<file path="config.mk">
export PLATFORM = sky130hd
export DESIGN_NAME = bike_counter_inc_seq_flat
export DESIGN_NICKNAME = d
export VERILOG_FILES = /design/src/rtl/bike_counter_inc_seq_if.sv /design/src/rtl/bike_counter_inc_seq.sv /design/src/flat_wrapper.sv
export SDC_FILE = /design/constraint.sdc
export NUM_CORES = 1
export LEC_CHECK = 0
export ABC_AREA = 1
export CORE_MARGIN = 2
export CORE_UTILIZATION = 44
export DETAILED_ROUTE_END_ITERATION = 10
export PLACE_DENSITY = 0.76
export SETUP_SLACK_MARGIN = 0.05
export SYNTH_ARGS = -nofsm -noshare
export SYNTH_HDL_FRONTEND = slang
export SYNTH_SLANG_ARGS = --single-unit
export TNS_END_PERCENT = 10
</file>
<file path="constraint.sdc">
create_clock -name clk -period 1.6 [get_ports clk]
set_input_delay 0.32 -clock clk [delete_from_list [all_inputs] [get_ports clk]]
set_output_delay 0.32 -clock clk [all_outputs]
set_load 0.03 [all_outputs]
</file>
<file path="src/rtl/bike_counter_inc_seq_if.sv">
// Bundle of control, data and status signals for the bike counter sequencer.
// The master side (the controller/bench) drives requests and reads status;
// the slave side (the counter) does the opposite.
interface bike_counter_inc_seq_if #(
    parameter int SIZE = 5
);
    logic            start;
    logic            enable;
    logic            load;
    logic [SIZE-1:0] load_val;
    logic            abort;
    logic [SIZE-1:0] cnt_out;
    logic            busy;
    logic            last;
    logic            done;

    modport master (
        output start, enable, load, load_val, abort,
        input  cnt_out, busy, last, done
    );

    modport slave (
        input  start, enable, load, load_val, abort,
        output cnt_out, busy, last, done
    );
endinterface

</file>
<file path="src/rtl/bike_counter_inc_seq.sv">
// Incrementing counter sequencer: a start request launches a run that steps
// the count by STEP on each enabled cycle until the next step would pass
// MAX_VALUE. The run then ends through a one-cycle DONE state, which raises
// done. Load overwrites the count, clamped to MAX_VALUE. Abort drops back to
// idle without signalling done.
module bike_counter_inc_seq #(
    parameter int SIZE      = 5,
    parameter int INIT      = 1,
    parameter int MAX_VALUE = 16,
    parameter int STEP      = 1
) (
    input  logic                   clk,
    input  logic                   resetn,
    bike_counter_inc_seq_if.slave  bus
);

    // Reject parameter sets the datapath cannot represent.
    if (longint'(MAX_VALUE) >= (longint'(1) << SIZE)) begin : g_bad_max
        $error("bike_counter_inc_seq: MAX_VALUE must be below 2**SIZE");
    end
    if (INIT > MAX_VALUE) begin : g_bad_init
        $error("bike_counter_inc_seq: INIT must not exceed MAX_VALUE");
    end
    if (STEP < 1) begin : g_bad_step
        $error("bike_counter_inc_seq: STEP must be at least 1");
    end

    localparam logic [SIZE-1:0] INIT_V = SIZE'(INIT);
    localparam logic [SIZE-1:0] MAX_V  = SIZE'(MAX_VALUE);
    // One bit wider than the count, so the sum cannot wrap.
    localparam logic [SIZE:0]   STEP_W = (SIZE+1)'(STEP);
    localparam logic [SIZE:0]   MAX_W  = (SIZE+1)'(MAX_VALUE);

    typedef enum logic [1:0] {
        S_IDLE = 2'd0,
        S_RUN  = 2'd1,
        S_DONE = 2'd2
    } state_t;

    state_t          state_q;
    state_t          state_d;
    logic [SIZE-1:0] cnt_q;
    logic [SIZE-1:0] cnt_d;
    logic            busy_q;
    logic            done_q;

    logic [SIZE:0]   next_val;
    logic            over;
    logic [SIZE-1:0] load_sat;

    // Candidate next count and the two comparisons the FSM depends on.
    always_comb begin
        next_val = {1'b0, cnt_q} + STEP_W;
        over     = (next_val > MAX_W);
        load_sat = (bus.load_val > MAX_V) ? MAX_V : bus.load_val;
    end

    // Next-state and next-count selection; abort beats load, load beats enable.
    always_comb begin
        // NOTE: every output of this block gets a default first, so no path
        // leaves a variable unassigned and no latch is inferred.
        state_d = state_q;
        cnt_d   = cnt_q;
        unique case (state_q)
            S_IDLE: begin
                cnt_d = INIT_V;
                if (bus.start) begin
                    state_d = S_RUN;
                end
            end
            S_RUN: begin
                if (bus.abort) begin
                    cnt_d   = INIT_V;
                    state_d = S_IDLE;
                end else if (bus.load) begin
                    cnt_d = load_sat;
                end else if (bus.enable) begin
                    if (over) begin
                        cnt_d   = INIT_V;
                        state_d = S_DONE;
                    end else begin
                        cnt_d = next_val[SIZE-1:0];
                    end
                end
            end
            S_DONE: begin
                // Abort here leads to the same place, so it needs no branch.
                cnt_d   = INIT_V;
                state_d = S_IDLE;
            end
            default: begin
                cnt_d   = INIT_V;
                state_d = S_IDLE;
            end
        endcase
    end

    // State, count and the registered status flags.
    always_ff @(posedge clk or negedge resetn) begin
        // NOTE: sequential state uses non-blocking assignments, so every
        // register samples the values from before the clock edge.
        if (!resetn) begin
            state_q <= S_IDLE;
            cnt_q   <= INIT_V;
            busy_q  <= 1'b0;
            done_q  <= 1'b0;
        end else begin
            state_q <= state_d;
            cnt_q   <= cnt_d;
            busy_q  <= (state_d == S_RUN);
            done_q  <= (state_d == S_DONE);
        end
    end

    assign bus.cnt_out = cnt_q;
    assign bus.busy    = busy_q;
    assign bus.done    = done_q;
    // Combinational look-ahead: the next enabled cycle ends the run.
    assign bus.last    = busy_q & over;

endmodule

</file>
<file path="src/flat_wrapper.sv">
// flat-port wrapper written by rule: the top's interface ports become plain ports
module bike_counter_inc_seq_flat 
#(
    parameter int SIZE      = 5,
    parameter int INIT      = 1,
    parameter int MAX_VALUE = 16,
    parameter int STEP      = 1
)
  (clk, resetn, bus_start, bus_enable, bus_load, bus_load_val, bus_abort, bus_cnt_out, bus_busy, bus_last, bus_done);
  bike_counter_inc_seq_if #(.SIZE(SIZE)) bus_i ();
  input  logic clk;
  input  logic resetn;
  input wire logic [$bits(bus_i.start)-1:0] bus_start;
  input wire logic [$bits(bus_i.enable)-1:0] bus_enable;
  input wire logic [$bits(bus_i.load)-1:0] bus_load;
  input wire logic [$bits(bus_i.load_val)-1:0] bus_load_val;
  input wire logic [$bits(bus_i.abort)-1:0] bus_abort;
  output wire logic [$bits(bus_i.cnt_out)-1:0] bus_cnt_out;
  output wire logic [$bits(bus_i.busy)-1:0] bus_busy;
  output wire logic [$bits(bus_i.last)-1:0] bus_last;
  output wire logic [$bits(bus_i.done)-1:0] bus_done;
  assign bus_i.start = bus_start;
  assign bus_i.enable = bus_enable;
  assign bus_i.load = bus_load;
  assign bus_i.load_val = bus_load_val;
  assign bus_i.abort = bus_abort;
  assign bus_cnt_out = bus_i.cnt_out;
  assign bus_busy = bus_i.busy;
  assign bus_last = bus_i.last;
  assign bus_done = bus_i.done;
  bike_counter_inc_seq #(.SIZE(SIZE), .INIT(INIT), .MAX_VALUE(MAX_VALUE), .STEP(STEP)) u_core (.clk(clk), .resetn(resetn), .bus(bus_i));
endmodule
</file>
Yosys cells after proc, flatten, opt, wreduce, memory -nomap -nowiden

Index checks and enable logic that the tools add are counted.
W data, S select, Z words.

Input port bits: 11
Output and inout bits: 8
Register bits after elaboration: 9

Reductions and logical operators: 1
Bitwise operators: 1
Muxes and demuxes: 12
$add $sub $neg: 1
Order comparisons: 2
Eq/ne operators: 4

Operators by type and width:

| operator              | number |
|---|---|
| $mux W5               | 6 |
| $mux W2               | 5 |
| $add A5 B1 Y6 const B | 1 |
| $gt A6 B5 Y1 const B  | 1 |
| $gt A5 B5 Y1 const B  | 1 |
| $eq A2 B1 Y1 const B  | 2 |
| $ne A4 B4 Y1 const B  | 1 |
| $pmux W2 S2           | 1 |
| $eq A2 B2 Y1 const B  | 1 |
| $logic_not A2 Y1      | 1 |
| $and A1 B1 Y1         | 1 |

Longest topological paths before layout

Depth in word-level cells: 8
Mapped depth: 11
Depth with buffers taken out: 11

Worst setup path after synthesis

OpenSTA, ideal clock, no wires.

Path kind: register to output
Start: reg u_core.cnt_q[0], in the netlist u_core.bus.cnt_out[0]
End: out bus_last
Data arrival time: 1.873 ns
Setup slack: -0.593 ns
Cell stages (with the launch flop): 8
Required time: 1.280 ns
Path buffers: 0
Cell sequence: dfstp_2 > ha_1 > nand2_1 > nand2_1 > nor2_2 > nand2_2 > nand2_4 > a21boi_0

Cells in the longest elaborated chain, start to end: 3

Ends and longest elaborated chain:

| element                | line                        | text |
|---|---|---|
| start, declared        | bike_counter_inc_seq.sv:42  | `logic [SIZE-1:0] cnt_q;` |
| start signal, assigned | bike_counter_inc_seq.sv:109 | `cnt_q <= cnt_d;` |
| $add A5 B1 Y6          | bike_counter_inc_seq.sv:53  | `next_val = {1'b0, cnt_q} + STEP_W;` |
| $gt A6 B5 Y1           | bike_counter_inc_seq.sv:54  | `over = (next_val > MAX_W);` |
| $and A1 B1 Y1          | bike_counter_inc_seq.sv:119 | `assign bus.last = busy_q & over;` |
| end, declared          | flat_wrapper.sv:20          | `output wire logic [$bits(bus_i.last)-1:0] bus_last;` |

Every way passes these cells.

Worst setup path after layout

Same ends and word-level chain as after synthesis.

==> flow_metrics.tcl <==
set metrics [dict create \
    grt_usage_pct 20.70 \
    cpMostUsedCell "nand2_2" \
    synth_seq_cells 9 \
    antenna_found_initial 0 \
    first_pass_iters 3 \
    tightest_slew_ps 428.8 \
    cts_root_buffer "clkbuf_4" \
    status "finished, violations left" \
    grt_pass1_wl_mm 2.187 \
    globalRouteOverflowTotal 0 \
    cp_max_fo 5 \
    syn_avg_cell_area_sq_um 7.027 \
    switching_share_pct 33.31 \
    grt_max_degree 10 \
    fin_crit_ps 1884 \
    path_cells "ha_4 -> inv_2 -> nand2_2 -> nand2_2 -> nor2_2 -> nand2_2 -> nand2_4 -> a21boi_4 -> buf_6" \
    final-setup-viol-count 1 \
    wl_mm 1.448 \
    crit_buf_inv 2 \
    fmax_mhz 530.8 \
    syn-num-nets 99 \
    dieArea_sq_um 1686 \
    max_stage_delay_ps 590 \
    num_rows 13 \
    r2r_slack_ps 20 \
    numCtsBuffers 3 \
    viasPerCell 4.901 \
    routed.top_layer "met4" \
    reg2reg_from "u_core.bus.cnt_out[0]" \
    r2r_end "u_core.bus.cnt_out[3]" \
    route.detailed.drc 0 \
    fillers 115 \
    wl_met1_microns 668 \
    crit_path_end_kind "primary output" \
    vias 642 \
    place_congestion 0.7267 \
    cp.required_ps 1280 \
    clockBufferDepth 2 \
    total_leakage_power_nw 0.4863 \
    port_buffers 18 \
    p_int_w 0.0004489 \
    finClkSkew_ps 3.133 \
    rsz0062_at_grt "yes" \
    core_sq_um 1285 \
    drive_gt1_share_pct 29.31 \
    pre_cts_slack_ps -66.53 \
    grt_pass1_vias 527 \
    r2r_cells 12 \
    hpwl_mm 1.131 \
    worst_path_max_delay_cell "dfstp_2" \
    clock_sinks 9 \
    clkPwrFrac_pct 26.8 \
    slew_headroom_pct 71.32 \
    final.period_utilization_pct 117.7 \
    finalSetupTns_ps -283.9 \
    seq_area_frac_synth_pct 37.47 \
    clk_latency_ps 260 \
    boundaryPins 19 \
    maxCapViolations 0 \
    die_w_microns 41.06 \
    cts_hold_buf 0 \
    violations "negative setup slack" \
    drv_slew 0 \
    setup.worst_path.start_class "flop" \
    p_seq_share_pct 39.8 \
    critPathTopFamily "flip-flops" \
    drtIter0Drc 11 \
    cts_tree "built" \
    power.density_nw_per_um2 730.0 \
    wl_per_cell_microns 11.05 \
    ant_nets 0 \
    clkTransAtPathRegs_ps 60 \
    dr_wl_met2_microns 724 \
    yosysWarnings 0 \
    syn_inst 86 \
    arrival_ps 1560 \
    initial_core_util_pct 47.03 \
    startpoint "u_core.bus.cnt_out[0]" \
    p_switching_w 0.0002242 \
    dieHeight_microns 41.06 \
    holdCritPathClass "input pin to asynchronous set/reset pin" \
    syn_area_sq_um 604.3 \
    n_antenna_cell 0 \
    wl_met3_microns 42 \
    comb_power_share_pct 33.4 \
    cts_htree_levels 1 \
    irDropWorstVdd_mv 0.4703 \
    syn2layout_area_growth_pct 52.59 \
    critical_path_class "flop to primary output" \
    finalWorstSetupSlack_ps -283.9 \
    ys_types 19 \
    hold_viol 0 \
    nNetsFinal 130 \
]
-- worst max path at each step --
stage / end / depth (start not counted)
final: bus_last / 9
after global routing: bus_last / 9
after CTS: bus_last / 9
after detailed placement: bus_last / 9
after global placement: bus_last / 9
after floorplan: bus_last / 7
-- cell usage in the layout (no fill, tap or decap) --
master and n:
nor2_4 1, ha_4 1, inv_1 9, nor2_2 1
clkbuf_2 1, ha_1 1, nand3_4 1, nand3_1 5
inv_2 2, nand2_1 29, dfstp_2 1, clkdlybuf4s50_1 10
a21boi_4 1, nand3_2 1, nand3b_1 3, nand2_4 1
a21oi_1 2, buf_4 8, o21ai_1 1, clkinv_2 1
nor2_1 8, buf_6 2, a21oi_2 1, dlygate4sd2_1 5
nand2_2 8, clkbuf_4 3, dfrtp_1 8, clkbuf_1 1
-- cell families after synthesis --
logic type | count (synthesis) | share of synthesized area (%)
AO/OA/AOI/OAI | 5 | 5.176
AND/OR/NAND/NOR | 58 | 45.55
adder cells (fa/ha/maj) | 2 | 4.140
buffers and inverters | 12 | 7.660
flip-flops | 9 | 37.47
-- timing repair --
item                                    4_1_cts  5_1_grt
gates resized for setup                      11        4
pin swaps                                     6        5
endpoints found under the setup margin       16       11
buffers inserted                              2        1
-- through the flow --
| stage | utilization [%] | area, sq um | power, W | hold WS (ps) | instances |
|---|---|---|---|---|---|
| 6_report | 71.76 | 922.1 | 0.0006731 | 357.8 | 131 |
| 5_1_grt | 71.76 | 922.1 | 0.0007085 | 383.7 | 131 |
| 4_1_cts | 70.30 | 903.4 | 0.0006640 | 371.4 | 130 |
| 3_5_place_dp | 66.89 | 859.6 | 0.0004815 | 533.5 | 124 |
| 3_3_place_gp | 66.89 | 859.6 | 0.0004782 | 526.3 | 124 |
| 2_1_floorplan | - | 628.1 | 0.0003914 | 24.41 | 86 |
-- sequential cells by signal, indices dropped and copies added (netlist names) --
signal,cells
u_core.bus.done,1
u_core.state_q,2
u_core.bus.cnt_out,5
u_core.bus.busy,1
-- Yosys cell counts --
| master | number | share of area [%] |
|---|---|---|
| a21oi_2 | 1 | 1.4 |
| o21ai_1 | 1 | 0.83 |
| nor2_2 | 1 | 1.0 |
| nor2_1 | 8 | 5.0 |
| nand2_4 | 1 | 1.9 |
| nor2_4 | 1 | 1.9 |
| inv_2 | 1 | 0.62 |
| nand3b_1 | 3 | 3.7 |
| nand2_1 | 31 | 19 |
| clkinv_2 | 1 | 0.83 |
| ha_1 | 2 | 4.1 |
| a21oi_1 | 2 | 1.7 |
| inv_1 | 10 | 6.2 |
| dfstp_2 | 1 | 4.3 |
| dfrtp_1 | 8 | 33 |
| nand3_1 | 6 | 5.0 |
| a21boi_0 | 1 | 1.2 |
| nand2_2 | 6 | 6.2 |
| nand3_2 | 1 | 1.7 |
-- power by group through the flow --
| stage | combinational (W) | sequential, W | clock [W] |
|---|---|---|---|
| global placement | 0.000207 | 0.000272 | 0 |
| global route | 0.000244 | 0.000271 | 0.000193 |
| floorplan | 0.0000939 | 0.000298 | 0 |
| detailed placement | 0.000210 | 0.000272 | 0 |
| CTS | 0.000216 | 0.000267 | 0.000182 |
| finish | 0.000225 | 0.000268 | 0.000180 |
-- area by class of cell --
cell class | instances | area, sq um | area share [%]
inverters | 12 | 46.29 | 5.020
flip-flops and latches | 9 | 226.5 | 24.56
clock buffers | 4 | 26.28 | 2.849
repair buffers | 26 | 231.5 | 25.10
multi-input cells | 65 | 372.9 | 40.43
well taps | 15 | 18.77 | 2.035
-- per-layer routing --
layer / vias to the layer above / GRT usage, %
met5: - / 0
met2: 14 / 33.20
met4: 0 / 12.50
met1: 296 / 26.67
met3: 2 / 1.630
li1: 330 / -
(Power assumes the default switching activity.)
